[config.mk]
export PLATFORM = sky130hd
export DESIGN_NAME = leb128_fetch
export DESIGN_NICKNAME = d
export VERILOG_FILES = /design/src/rtl/leb128_fetch.sv
export SDC_FILE = /design/constraint.sdc
export NUM_CORES = 1
export LEC_CHECK = 0
export CAP_MARGIN = 20
export CORE_MARGIN = 3
export CORE_UTILIZATION = 54
export DETAILED_ROUTE_END_ITERATION = 12
export GPL_TIMING_DRIVEN = 0
export PLACE_DENSITY_LB_ADDON = 0.1
export SYNTH_ARGS = -nofsm -noshare
export SYNTH_HDL_FRONTEND = slang
export SYNTH_SLANG_ARGS = --single-unit
[constraint.sdc]
create_clock -name clk -period 5.1 [get_ports clk]
set_clock_uncertainty 0.15 [all_clocks]
set_input_delay 0.765 -clock clk [delete_from_list [all_inputs] [get_ports clk]]
set_output_delay 0.765 -clock clk [all_outputs]
set_load 0.1 [all_outputs]
[src/rtl/leb128_fetch.sv]
// leb128_fetch: streams bytes from a registered ROM and decodes one WebAssembly LEB128 immediate.
module leb128_fetch #(
  parameter int MEM_DEPTH = 6,
  parameter bit USE_64B   = 1'b1
) (
  input  logic                 clk,
  input  logic                 reset,
  input  logic                 start,
  input  logic [MEM_DEPTH:0]   addr_in,
  input  logic                 is_signed,
  input  logic                 is_64,
  output logic                 busy,
  output logic                 done,
  output logic [63:0]          value,
  output logic [3:0]           length,
  output logic [MEM_DEPTH:0]   next_addr,
  output logic [2:0]           error,
  output logic [MEM_DEPTH:0]   mem_addr,
  input  logic [7:0]           mem_data,
  input  logic                 mem_error
);
  typedef enum logic [1:0] {IDLE, FILL, DECODE, DONE} state_t;
  state_t state;
  logic [MEM_DEPTH:0] ptr;
  logic [63:0] acc, acc_n, ext, res;
  logic [3:0] count, len_n;
  logic sgn, w64, last, pad_ok;
  logic [2:0] err_n;
  assign busy = state != IDLE;
  assign mem_addr = ptr;
  always_comb begin
    last = count == (w64 ? 4'd9 : 4'd4);
    len_n = count + 4'd1;
    acc_n = acc | (64'(mem_data[6:0]) << (7 * count));
    pad_ok = w64 ? (sgn ? mem_data[6:1] == {6{mem_data[0]}} : mem_data[6:1] == 6'd0)
                 : (sgn ? (mem_data[6:3] == 4'h0 || mem_data[6:3] == 4'hF) : mem_data[6:4] == 3'd0);
    err_n = mem_error ? 3'd3 : (last && mem_data[7]) ? 3'd1 : (last && !pad_ok) ? 3'd2 : 3'd0;
    // shift of 70 for a 10-byte read yields zero, so no fill is applied there
    ext = acc_n | ((sgn && mem_data[6]) ? ~64'd0 << (7 * len_n) : 64'd0);
    res = w64 ? ext : sgn ? {{32{ext[31]}}, ext[31:0]} : {32'd0, ext[31:0]};
  end
  always_ff @(posedge clk) begin
    if (reset) begin
      state <= IDLE;
      ptr <= '0;
      acc <= '0;
      count <= '0;
      sgn <= 1'b0;
      w64 <= 1'b0;
      done <= 1'b0;
      value <= '0;
      length <= '0;
      next_addr <= '0;
      error <= '0;
    end else begin
      case (state)
        IDLE: begin
          done <= 1'b0;
          if (start) begin
            sgn <= is_signed;
            w64 <= is_64;
            if (is_64 && !USE_64B) begin
              state <= DONE;
              done <= 1'b1;
              error <= 3'd4;
              value <= '0;
              length <= '0;
              next_addr <= addr_in;
            end else begin
              ptr <= addr_in;
              acc <= '0;
              count <= '0;
              state <= FILL;
            end
          end
        end
        FILL: begin
          ptr <= ptr + 1'b1;
          state <= DECODE;
        end
        DECODE: begin
          ptr <= ptr + 1'b1;
          acc <= acc_n;
          count <= len_n;
          // ptr already points one past the byte on mem_data
          if (!mem_data[7] || err_n != 3'd0) begin
            state <= DONE;
            done <= 1'b1;
            value <= err_n != 3'd0 ? 64'd0 : res;
            length <= len_n;
            next_addr <= ptr;
            error <= err_n;
          end
        end
        default: begin
          done <= 1'b0;
          state <= IDLE;
        end
      endcase
    end
  end
endmodule

==> summary.md <==
| Metric | Value |
|---|---|
| Worst r2r dst | value[28] |
| Non-filler cells, final | 1126 |
| Die H | 122 µm |
| Largest net degree at the start of global routing | 17 |
| Initial DRC Count | 941 |
| Final Instance Area | 0.00913 mm² |
| Row count | 41 |
| Cts bufs inserted | 17 |
| Number of H-tree levels | 4 |
| Worst R2R Setup Slack | 150 ps |
| Status | completed |
| ANT cells | 0 |
| Cells after Synth | 818 |
| Pwr Density | 470 mW/mm² |
| Final Hold Fails | 0 |
| WL final | 26000 µm |
| CTS tree | yes |
| Unrepaired setup endpoints after global routing | no |
| Worst-case reg-to-reg path depth | 13 |
| Worst vdd ir | 0.266 mV |
| Synth Register Bits | 157 |
| Net Count, Synth | 854 |
| Post-layout util | 0.712 |
| First-pass GRT wire length | 39300 µm |
| Crit-path max cell delay | 570 ps |
| Area grow syn2layout | 26.7% |
| Synth cell types | 65 |
| Die X | 122 µm |
| CP Class | register to register |
| Post-DP Area | 0.00848 mm² |
| Initial antenna violation count | 0 |
| Hold depth | 2 |
| Post-cts resize count | 1 |
| IO Count | 108 |
| Multi-input gate area | 0.00367 mm² |
| Int Pwr | 2.50 mW |
| Remaining DRCs | 0 |
| Max Cap Viol | 0 |
| Fin crit share | 0.970 |
| Minimum clock period | 4950 ps |
| Sw Share | 0.417 |
| Nets | 977 |
| Vias per cell | 6.64 |
| WL met2 | 11800 µm |
| Layout cell share with drive strength beyond 1 | 0.0629 |
| Worst Setup Slack, final | 151 ps |
| Hold Buf Count CTS | 0 |
| Clk pwr share | 0.323 |
| Slowest CP cell | fa_1 |
| Crit Path Max Fanout | 10 |
| Pre-CTS setup slack | -209 ps |
| Number of detailed-route iterations in the first pass | 5 |
| Async SR Flop Fraction | 0 |
| CP top delay family | adder cells |
| Relative slew slack | 0.196 |
| Register area | 0.00314 mm² |
| Setup bufs post-CTS | 0 |
| CP bufs+invs | 4 |
| WHS Endpoint | next_addr[1] |
| CP cell instances | clkbuf_1 -> inv_1 -> ha_1 -> xnor2_2 -> xnor2_1 -> ha_1 -> fa_1 -> clkbuf_1 -> clkbuf_1 -> nand3_1 -> o21ai_0 -> o21ai_0 -> a22o_1 |
| Worst Path Arrival | 5120 ps |
| Sequential-to-total area share from yosys stat | 0.436 |
| Setup-failing EPs final | 0 |
| Metal3 WL | 2770 µm |
| Required @ worst endpoint | 5280 ps |
| Clock Tree Root | clkbuf_16 |
| Class of the worst hold path | register to register |
| Clk sinks | 157 |
| Ys flop type | dfxtp_1 |
| Vias in the first global route | 7015 |
| CTS Buffer Depth | 2 |
| Comb pwr share | 0.359 |
| GR Overflow Total | 0 |
| Synth Warn # | 0 |
| Net Sw Power | 1.79 mW |
| Total power | 4.29 mW |
| Via Count | 7480 |
| Wire length per cell | 23.1 µm |
| GRT Util Overall | 0.347 |
| DR top layer | met4 |
| DIE AREA | 0.0148 mm² |
| Clock Latency Late Sink | 440 ps |
| Dpl hpwl | 18600 µm |
| Routed met1 length | 10400 µm |
| Cell Area, Synth | 0.00721 mm² |
| Smallest hold slack | 305 ps |
| Core area | 0.0128 mm² |
| Placer Congestion | 1.01 |
| Final ANT Viol Nets | 0 |
| Fillers | 1004 |
| Hold Startpoint | next_addr[1] |
| Worst slew pin tran | 1200 ps |
| Cell mode on critical path | clkbuf_1 |
| IO Port Bufs | 105 |
| Setup crit start kind | register |
| Leakage | 3.22 nW |
| Synthesized area per cell | 8.81 µm² |
| Inst Count DP | 1095 |
| Post-synth EDFFs | 0 |
| R2R Path Start | count[1] |
| Starting Density | 0.562 |
| Register share of total power | 0.318 |
| Crit. End Element | register |
| Slew Limit Fails | 0 |
| Fin Setup TNS | 0 ps |
| Achievable frequency | 202 MHz |
| Clock-pin slew on the worst setup and hold paths | 70 ps |
[power groups by stage]
| stage | Clock (mW) | Combinational, mW | Sequential (mW) |
|---|---|---|---|
| 2_1_floorplan | 0 | 0.724 | 1.71 |
| 3_3_place_gp | 0 | 1.45 | 1.38 |
| 3_5_place_dp | 0 | 1.48 | 1.39 |
| 4_1_cts | 1.38 | 1.50 | 1.36 |
| 5_1_grt | 1.43 | 1.60 | 1.37 |
| 6_report | 1.39 | 1.54 | 1.36 |
[layout by cell type, fill, tap and decap left out, types with 4 or more instances in the layout]
cell type / instances
dfxtp_1: 157
clkdlybuf4s50_1: 105
nor2_1: 99
a21oi_1: 73
a22oi_1: 66
clkbuf_1: 63
a22o_1: 33
nand2_1: 31
nand3_1: 23
inv_1: 21
o21ai_0: 21
o2bb2ai_1: 18
nor3_1: 17
clkbuf_16: 17
o211ai_1: 15
a221oi_1: 14
nor2b_1: 13
buf_2: 12
o31ai_1: 12
a211oi_1: 12
ha_1: 12
a21o_1: 8
a2111oi_0: 8
nand2b_1: 6
mux2i_1: 6
and3_1: 6
a31oi_1: 5
xnor2_1: 4
a32oi_1: 4
and2_1: 4
bufinv_16: 4
[cell type report]
type | count | share of cell area
well taps | 172 | 0.0236
repair buffers | 105 | 0.115
clock inverters | 14 | 0.0227
plain buffers | 79 | 0.0363
inverters | 22 | 0.00904
flip-flops and latches | 157 | 0.344
clock buffers | 18 | 0.0470
multi-input cells | 559 | 0.402
[routing by layer]
layer | vias to the layer above | global-route usage
li1 | 3287 | -
met1 | 3606 | 0.455
met2 | 490 | 0.550
met3 | 97 | 0.0845
met4 | 0 | 0.148
met5 | - | 0
[synthesized netlist by cell type, types with 4 or more instances]
cell type  count  share of area
clkbuf_1      64          0.033
dfxtp_1      157           0.44
nor2b_1       13          0.011
a32oi_1        4         0.0049
and3_1         6         0.0052
a211oi_1      12          0.012
a21o_1         8         0.0083
a2111oi_0      9          0.011
and2_1         4         0.0035
ha_1          12          0.021
a21oi_1       73          0.051
mux2i_1        6         0.0083
nor3_1        17          0.012
a22oi_1       66          0.069
a221oi_1      14          0.017
a22o_1        33          0.040
nor2_1        99          0.052
o21ai_0       22          0.015
a31oi_1        5         0.0043
o2bb2ai_1     18          0.022
inv_1         21          0.011
nand2b_1       6         0.0052
nand2_1       31          0.016
xnor2_1        5         0.0061
o211ai_1      15          0.016
nand3_1       23          0.016
buf_2         12         0.0083
o31ai_1       12          0.012
[tightest hold or removal path, delay by kind of cell (launching register included)]
kind               cells  cell delay [ps]
AOI/OAI and AO/OA      1               50
DFF                    1              310
and+or+nand+nor        1               50
[cells by family after synthesis]
kind of cell,share of synthesized area
compound gates,0.316
simple gates,0.141
flops,0.436
buf+inv,0.0578
fa+ha+maj,0.0292
xor+xnor,0.00972
mux,0.00989
other cells,0.000520
[how the worst max path moves through the flow]
stage                  start        end  depth (start not counted)
floorplan           count[1]  value[38]                         14
global placement    count[1]  value[45]                         14
detailed placement  count[1]  value[45]                         14
CTS                 count[1]  value[45]                         14
global route        count[1]  value[45]                         13
finish              count[1]  value[28]                         13
[registers in the layout, indices dropped and copies added (netlist names)]
signal / count
mem_addr: 7
w64: 1
error: 2
state: 2
acc: 64
length: 4
value: 64
sgn: 1
next_addr: 7
count: 4
done: 1
Power figures use the tool's default switching activity.
